**src/rtl/rom_stream_pkg.sv**
```systemverilog
// Shared defaults, FSM encoding and a width helper for the ROM stream reader.
package rom_stream_pkg;

   localparam int ADDR_WIDTH_DEF  = 8;
   localparam int DATA_WIDTH_DEF  = 8;
   localparam int ROM_LATENCY_DEF = 1;

   typedef enum logic [1:0] {
      IDLE  = 2'd0,
      RUN   = 2'd1,
      DRAIN = 2'd2
   } state_t;

   // Number of bits needed to hold any value in 0..max_val.
   function automatic int count_width(input int max_val);
      return (max_val < 2) ? 1 : $clog2(max_val + 1);
   endfunction

endpackage

```
**src/rtl/rom_stream_fifo.sv**
```systemverilog
// Small synchronous FIFO with first-word-fall-through head, flush and occupancy count.
module rom_stream_fifo
   import rom_stream_pkg::*;
#(
   parameter int DATA_WIDTH = DATA_WIDTH_DEF,
   parameter int DEPTH      = 3,
   parameter int CNT_W      = count_width(DEPTH)
) (
   input  logic                  clk,
   input  logic                  reset,
   input  logic                  flush,
   input  logic                  push,
   input  logic [DATA_WIDTH-1:0] push_data,
   input  logic                  pop,
   output logic [DATA_WIDTH-1:0] head_data,
   output logic                  head_valid,
   output logic [CNT_W-1:0]      count
);

   localparam int PTR_W = count_width(DEPTH - 1);

   logic [DATA_WIDTH-1:0] mem [DEPTH];
   logic [PTR_W-1:0]      wr_ptr;
   logic [PTR_W-1:0]      rd_ptr;
   logic                  push_ok;
   logic                  pop_ok;

   // Pointers wrap explicitly because DEPTH need not be a power of two.
   function automatic logic [PTR_W-1:0] ptr_inc(input logic [PTR_W-1:0] p);
      return (p == PTR_W'(DEPTH - 1)) ? '0 : p + 1'b1;
   endfunction

   // A push into a full buffer is only legal when the head leaves in the same cycle.
   assign pop_ok  = pop && (count != '0);
   assign push_ok = push && ((count != CNT_W'(DEPTH)) || pop_ok);

   // Pointer and occupancy bookkeeping; flush empties the buffer in one edge.
   always_ff @(posedge clk) begin
      // NOTE: registers use <= so each one samples pre-edge values regardless of statement order.
      if (reset || flush) begin
         wr_ptr <= '0;
         rd_ptr <= '0;
         count  <= '0;
      end else begin
         if (push_ok) wr_ptr <= ptr_inc(wr_ptr);
         if (pop_ok)  rd_ptr <= ptr_inc(rd_ptr);
         unique case ({push_ok, pop_ok})
            2'b10:   count <= count + 1'b1;
            2'b01:   count <= count - 1'b1;
            default: count <= count;
         endcase
      end
   end

   // Word storage.
   always_ff @(posedge clk) begin
      // NOTE: storage is not reset; the head is masked to zero while empty, so stale words never show.
      if (push_ok && !flush) mem[wr_ptr] <= push_data;
   end

   assign head_valid = (count != '0);
   assign head_data  = head_valid ? mem[rd_ptr] : '0;

endmodule

```
**src/rtl/rom_stream_reader.sv**
```systemverilog
// Sweeps a wrapping inclusive ROM address range and streams the words out as valid/ready,
// using credits so every word in flight through the ROM already owns a FIFO slot.
module rom_stream_reader
   import rom_stream_pkg::*;
#(
   parameter int ADDR_WIDTH  = ADDR_WIDTH_DEF,
   parameter int DATA_WIDTH  = DATA_WIDTH_DEF,
   parameter int ROM_LATENCY = ROM_LATENCY_DEF,
   parameter int FIFO_DEPTH  = ROM_LATENCY + 2
) (
   input  logic                  clk,
   input  logic                  reset,
   input  logic                  start,
   input  logic                  abort,
   input  logic [ADDR_WIDTH-1:0] first_addr,
   input  logic [ADDR_WIDTH-1:0] last_addr,
   output logic [ADDR_WIDTH-1:0] rom_address,
   input  logic [DATA_WIDTH-1:0] rom_q,
   output logic [DATA_WIDTH-1:0] m_data,
   output logic                  m_valid,
   input  logic                  m_ready,
   output logic                  busy,
   output logic                  done
);

   localparam int CNT_W = count_width(FIFO_DEPTH);
   localparam int FLT_W = count_width(ROM_LATENCY + 1);
   localparam int SUM_W = count_width(FIFO_DEPTH + ROM_LATENCY + 2);

   state_t                state, state_nxt;
   logic [ADDR_WIDTH-1:0] addr_nxt;
   logic [ADDR_WIDTH-1:0] addr_inc;
   logic [ADDR_WIDTH-1:0] last_q, last_nxt;
   logic [ROM_LATENCY:0]  flight_sr, flight_nxt;  // bit k: word k edges past its issue
   logic [FLT_W-1:0]      in_flight;
   logic [CNT_W-1:0]      fifo_count;
   logic                  issue;
   logic                  flush;
   logic                  pop;
   logic                  credit_ok;
   logic                  pipe_empty;

   assign addr_inc   = rom_address + 1'b1;
   assign pop        = m_valid && m_ready;
   assign pipe_empty = (fifo_count == '0) && (flight_sr == '0);

   // A word popped this cycle frees its slot before the next issued word can land.
   assign credit_ok = (SUM_W'(in_flight) + SUM_W'(fifo_count)) < (SUM_W'(FIFO_DEPTH) + SUM_W'(pop));

   // Count of words issued to the ROM but not yet captured.
   always_comb begin
      in_flight = '0;
      for (int i = 0; i <= ROM_LATENCY; i++) in_flight = in_flight + FLT_W'(flight_sr[i]);
   end

   // Next-state, address issue and flush decisions; abort overrides everything else.
   always_comb begin
      // NOTE: every signal gets a default first so no path leaves one unassigned and infers a latch.
      state_nxt = state;
      addr_nxt  = rom_address;
      last_nxt  = last_q;
      issue     = 1'b0;
      flush     = 1'b0;
      if (abort) begin
         flush     = 1'b1;
         state_nxt = IDLE;
      end else begin
         unique case (state)
            IDLE: begin
               if (start) begin
                  issue     = 1'b1;
                  addr_nxt  = first_addr;
                  last_nxt  = last_addr;
                  state_nxt = (first_addr == last_addr) ? DRAIN : RUN;
               end
            end
            RUN: begin
               if (credit_ok) begin
                  issue    = 1'b1;
                  addr_nxt = addr_inc;
                  if (addr_inc == last_q) state_nxt = DRAIN;
               end
            end
            DRAIN: begin
               if (pipe_empty) state_nxt = IDLE;
            end
            default: state_nxt = IDLE;
         endcase
      end
   end

   assign flight_nxt = flush ? '0 : {flight_sr[ROM_LATENCY-1:0], issue};

   // Sweep state, issued address, latched end address and in-flight tags.
   always_ff @(posedge clk) begin
      if (reset) begin
         state       <= IDLE;
         rom_address <= '0;
         last_q      <= '0;
         flight_sr   <= '0;
      end else begin
         state       <= state_nxt;
         rom_address <= addr_nxt;
         last_q      <= last_nxt;
         flight_sr   <= flight_nxt;
      end
   end

   rom_stream_fifo #(
      .DATA_WIDTH (DATA_WIDTH),
      .DEPTH      (FIFO_DEPTH),
      .CNT_W      (CNT_W)
   ) u_fifo (
      .clk        (clk),
      .reset      (reset),
      .flush      (flush),
      .push       (flight_sr[ROM_LATENCY]),
      .push_data  (rom_q),
      .pop        (pop),
      .head_data  (m_data),
      .head_valid (m_valid),
      .count      (fifo_count)
   );

   assign busy = (state != IDLE);
   assign done = (state == DRAIN) && pipe_empty && !abort;

endmodule

```
**config.mk**
```make
export PLATFORM = sky130hd
export DESIGN_NAME = rom_stream_reader
export DESIGN_NICKNAME = d
export VERILOG_FILES = /design/src/rtl/rom_stream_pkg.sv /design/src/rtl/rom_stream_fifo.sv /design/src/rtl/rom_stream_reader.sv
export SDC_FILE = /design/constraint.sdc
export NUM_CORES = 1
export LEC_CHECK = 0
export ABC_AREA = 0
export CAP_MARGIN = 20
export CORE_UTILIZATION = 45
export DETAILED_ROUTE_END_ITERATION = 10
export PLACE_DENSITY = 0.7
export SLEW_MARGIN = 20
export SYNTH_ARGS = -nofsm -noshare
export SYNTH_HDL_FRONTEND = slang
export SYNTH_HIERARCHICAL = 1
export SYNTH_SLANG_ARGS = --single-unit
```
**constraint.sdc**
```tcl
create_clock -name clk -period 6.74 [get_ports clk]
set_input_delay 1.011 -clock clk [delete_from_list [all_inputs] [get_ports clk]]
set_output_delay 1.011 -clock clk [all_outputs]
set_load 0.01 [all_outputs]
```
======== Word-level counts from Yosys, hierarchy flattened ========
Memories as Yosys holds them, arrays and structs flattened. A register that Yosys moved wholly into a read port is not among the register bits.
Cells that the tools add are included.
storage, ports and cells
  bits in registers ....................... 26
  bits in latches ......................... 0
  bits in writable memories ............... 24
  ROM bits ................................ 0
  bits of input ports ..................... 29
  output and inout port bits .............. 19
  logic and storage cells ................. 77
  memories ................................ 1
cells by class
  add/subtract/negate cells ............... 8
  multipliers ............................. 0
  div/mod/pow operators ................... 0
  magnitude comparators ................... 1
  equality and inequality tests ........... 13
  shift-type cells ........................ 0
  mux-type cells .......................... 21
  bitwise operators ....................... 1
  reductions and logical operators ........ 24
memory list
  memory      depth  width  read ports  clocked after Yosys merged registers in  wr ports  RTL line               source
  u_fifo.mem  3      8      1           1                                        1         rom_stream_fifo.sv:22  logic [DATA_WIDTH-1:0] mem [DEPTH];
operators with widths
  cell                                            number
  two-way mux 8 bit                               3
  two-way mux 2 bit                               9
  == test 8 bit                                   2
  one-hot mux 8 bit (2 select lines)              1
  != test 2 bit (second input constant)           5
  adder 8 x 1 -> 8 bit (second input constant)    1
  == test 2 bit (second input constant)           4
  AND reduction 4 bit                             2
  nonzero test 2 bit                              4
  logical AND 1 bit                               7
  adder 2 x 1 -> 2 bit (second input constant)    3
  zero test 2 bit                                 3
  one-hot mux 2 bit (3 select lines)              1
  two-way mux 1 bit                               5
  == test 2 x 1 -> 1 bit (second input constant)  2
  one-hot mux 2 bit (2 select lines)              1
  OR reduction 2 bit                              2
  adder 2 x 1 -> 3 bit (first input constant)     1
  adder 2 x 2 -> 3 bit                            1
  < comparator 3 bit                              1
  AND reduction 3 bit                             1
  OR reduction 3 bit                              1
  adder 1 x 1 -> 2 bit                            1
  zero test 1 bit                                 2
  4 further kinds                                 5

======== Depth between registers and ports, before layout ========
  depth after elaboration ................. 8
  depth in mapped cells ................... 12
  depth with buffers taken out ............ 11

======== Cells and area by module ========
Netlist, hierarchy kept.
by module, submodules not included
  module             times used  cells an instance  area an instance (um^2)  sequential area each (um^2)
  rom_stream_reader  1           181                1376.3                   400.4
  rom_stream_fifo    1           87                 1273.7                   880.8

======== Worst setup path before layout ========
Ideal clock, no wire load.
  kind .................................... input-to-reg
  start ................................... input port m_ready
  end ..................................... register rom_address[2]
  library setup time ...................... 128 ps
  arrival ................................. 2650 ps
  setup slack ............................. 3963 ps
  stages on the path ...................... 10
  path buffers ............................ 1
  path through ............................ nand2_1 -> inv_1 -> ha_1 -> o21ai_0 -> a31oi_1 -> o41ai_2 -> buf_4 -> o21ai_0 -> a22oi_1 -> nor2_1
between the ends
  word-level cells in the longest chain between the ends .. 5
RTL lines
  what                                  RTL line                  source
  from (decl)                           rom_stream_reader.sv:21   input logic m_ready,
  logical AND 1 bit                     rom_stream_reader.sv:44   assign pop = m_valid && m_ready;
  net pop                               rom_stream_reader.sv:39   logic pop;
  adder 2 x 1 -> 3 bit                  rom_stream_reader.sv:48   assign credit_ok = (SUM_W'(in_flight) + SUM_W'(fifo_count)) < (SUM_W'(FIFO_DEPTH) + SUM_W'(pop));
  < comparator 3 bit                    rom_stream_reader.sv:48
  != test 2 bit (no source line)        n/a
  AND reduction 4 bit (no source line)  n/a
  to (signal assigned)                  rom_stream_reader.sv:103  rom_address <= addr_nxt;
  to (decl)                             rom_stream_reader.sv:17   output logic [ADDR_WIDTH-1:0] rom_address,
The timed path passes the listed nets, and every way through them passes these cells.
A chain may end at the register's enable or synchronous reset.

======== Worst setup path in the final report ========
  start ................................... input port abort
  end ..................................... output port done
between the ends
  word-level cells in the longest chain between the ends .. 2
RTL lines
  what               RTL line                  source
  from (decl)        rom_stream_reader.sv:14   input logic abort,
  zero test 1 bit    rom_stream_reader.sv:126  assign done = (state == DRAIN) && pipe_empty && !abort;
  logical AND 1 bit  rom_stream_reader.sv:126
  to (decl)          rom_stream_reader.sv:23   output logic done
Every way passes these cells.

==> results.toml <==
[run_status]
status = "complete, no violations"

[detailed_routing]
ant_nets = 0
drt_iter0_drc = 117
vias = 2115
drc = 0
vias_per_cell = 5.45
wl_per_cell_um = 14.6
dr.pass1.iters = 4
wirelength_mm = 5.68

[yosys]
ys_warn_count = 6
synth_area_leaders = "edfxtp_1 (27%), dfxtp_1 (21%), xnor2_1 (4.6%)"
synth_flop_cell = "dfxtp_1"
avgSynthCellArea_um2 = 9.89
ys_types = 43
synth_nets = 303
synth_edf_count = 24
yosysTopAreaCell = "edfxtp_1"
synth_commonest_cells = "nand2_1 (30), dfxtp_1 (28), edfxtp_1 (24)"
synth_top_area_frac = 0.272
syn_inst = 268
async_reset_ff_frac = 0
yosysMostFrequentCell = "nand2_1"
syn-cell-area_mm2 = 0.00265
ys_seq_area_frac = 0.483
synth_seq_cells = 52

[timing]
finalCriticalPeriod_ns = 3.49
slew_headroom = 0.396
clock_skew_ns = 0.00681
setup_tns_ns = 0
hold_viol_final = 0
worst_pin_slew_ns = 0.903
finalSetupViolCount = 0
maxSlewViolCount = 0
fmax_ghz = 0.287
period_share = 0.517
rsz0062_at_grt = "false"
fin_ws_ns = 3.25

[setup_path]
crit_required_ns = 5.73
endpoint_kind = "output pin"
worst-setup-path-type = "input pin to output pin"
worstPathArrival_ns = 2.48
rrSetupSlack_ns = 3.82
cp-start-kind = "input pin"
cp_max_fo = 13

[layout]
layout.nets = 350
area_delta_synth_final_pct = 24.8
fill_cells = 486
insertedDiodeCount = 0
drive_gt1_frac = 0.0854

[clocking]
postCtsSetupBuffers = 0
cts_tree = "done"
cts-root-buf = "clkbuf_8"
cts.path.max_buffers = 2
hold_buffers = 0
clock_sinks = 52
clk_pin_slew_ns = 0.10
cts_buffers = 5
ctsResizeCount = 0
htree_levels = 2
clk_latency_ns = 0.30

[grt]
grtUsageTotal = 0.190
antenna_found_initial = 0
grt_pass1_wl_mm = 9.03
grt_pass1_vias = 1891
overflow = 0
grt_max_degree = 24

[floorplanning]
core_area_mm2 = 0.00561
die_w_um = 78.7
start_util = 0.473
row_count = 27
num_io_pins = 48
die_area_mm2 = 0.00620
die_y_um = 78.7

[power_and_ir_drop]
power_leakage_nw = 1.18
power_density_mw_per_mm2 = 195
ir_worst_vdd_uv = 94.3
report.power.total_uw = 646

[worst_hold_path]
hold_path.class = "flip-flop to flip-flop"

[placement]
hpwl_mm = 4.12
place.gp.congestion = 0.852
io_buffers = 47
pre_cts_ws_ns = 3.25

[flow_run]
cap_violations = 0
[layout by cell type, fill, tap and decap left out, types with 2 or more instances in the layout]
cell / Yosys / final
clkdlybuf4s50_1: 0 / 47
edfxtp_1: 24 / 24
nor4b_1: 2 / 2
clkbuf_8: 0 / 6
nor2_1: 23 / 23
nor3_1: 6 / 6
nor3b_1: 2 / 2
nand2_1: 30 / 30
o31ai_1: 5 / 5
nand4_1: 3 / 3
buf_4: 1 / 5
mux2i_1: 12 / 12
o21ai_0: 14 / 14
a211oi_1: 2 / 2
and3_4: 2 / 2
xnor2_1: 14 / 14
nor4_1: 3 / 3
a22oi_1: 7 / 7
dfxtp_1: 28 / 28
or2_2: 2 / 2
mux2_2: 8 / 8
nand3_1: 8 / 8
a31oi_1: 2 / 2
or3_1: 4 / 4
and3_1: 2 / 2
nand2b_1: 4 / 4
nor2b_1: 5 / 5
a21oi_1: 13 / 13
xor2_1: 6 / 6
inv_1: 9 / 9
ha_1: 5 / 5
[path summary, 6_finish.rpt]
| check | start | end | cells past startpoint |
|---|---|---|---|
| worst max-delay path | abort | done | 3 |
| worst min register to register | last_q[3]$_SDFFE_PP0P_ | last_q[3]$_SDFFE_PP0P_ | 2 |
| worst max register to register | u_fifo/count[0]$_SDFFE_PP0P_ | rom_address[7]$_SDFFE_PP0P_ | 12 |
| worst min-delay path | last_q[3]$_SDFFE_PP0P_ | last_q[3]$_SDFFE_PP0P_ | 2 |
[cell families after synthesis]
family / after synthesis / synth area share
XOR/XNOR: 20 / 0.0661
buffers and inverters: 21 / 0.0359
flip-flops: 52 / 0.483
AND/OR/NAND/NOR: 99 / 0.186
multiplexers: 20 / 0.0793
AO/OA/AOI/OAI: 50 / 0.119
adder cells (fa/ha/maj): 6 / 0.0312
[critical path: stages]
cell and delay [ns]:
clkdlybuf4s50_1 0.64, nor3_1 0.26, clkdlybuf4s50_1 0.56
[stage by stage]
stage | util | std cells | instance area [um^2] | hold WS [ns]
6_report | 0.590 | 388 | 3310 | 0.475
5_1_grt | 0.590 | 388 | 3310 | 0.501
4_1_cts | 0.590 | 388 | 3310 | 0.475
3_5_place_dp | 0.568 | 380 | 3190 | 0.461
3_3_place_gp | 0.568 | 380 | 3190 | 0.456
2_1_floorplan | - | 268 | 2650 | 0.445
[state kept, by name (all words and copies together), names as in the netlist, named ones only]
name / cells
u_fifo/wr_ptr: 2
state: 2
u_fifo/count: 2
flight_sr: 2
rom_address: 8
u_fifo/mem: 24
last_q: 8
u_fifo/rd_ptr: 2
[power breakdown]
part           internal [mW]  switching (mW)  total, mW
registers              0.336         0.00988      0.346
clock network          0.121           0.101      0.222
logic                 0.0421          0.0361     0.0781
total                  0.499           0.147      0.646
[layout make-up]
cell class	instances	area [um^2]	share of cell area
clock buffers	6	82.6	0.0250
well taps	72	90.1	0.0272
clock inverters	2	38.8	0.0117
flip-flops and latches	52	1280	0.387
multi-input cells	195	1270	0.385
repair buffers	52	508	0.154
inverters	9	33.8	0.0102
[metal layers]
metal  global-route usage  vias to the layer above  routed length, um
met5                    0                        -                  0
met4               0.0722                        0                 79
met3               0.0264                        8                306
met2                0.313                       68               2700
met1                0.253                      991               2590
li1                     -                     1048                  -
Power figures use the tool's default switching activity.
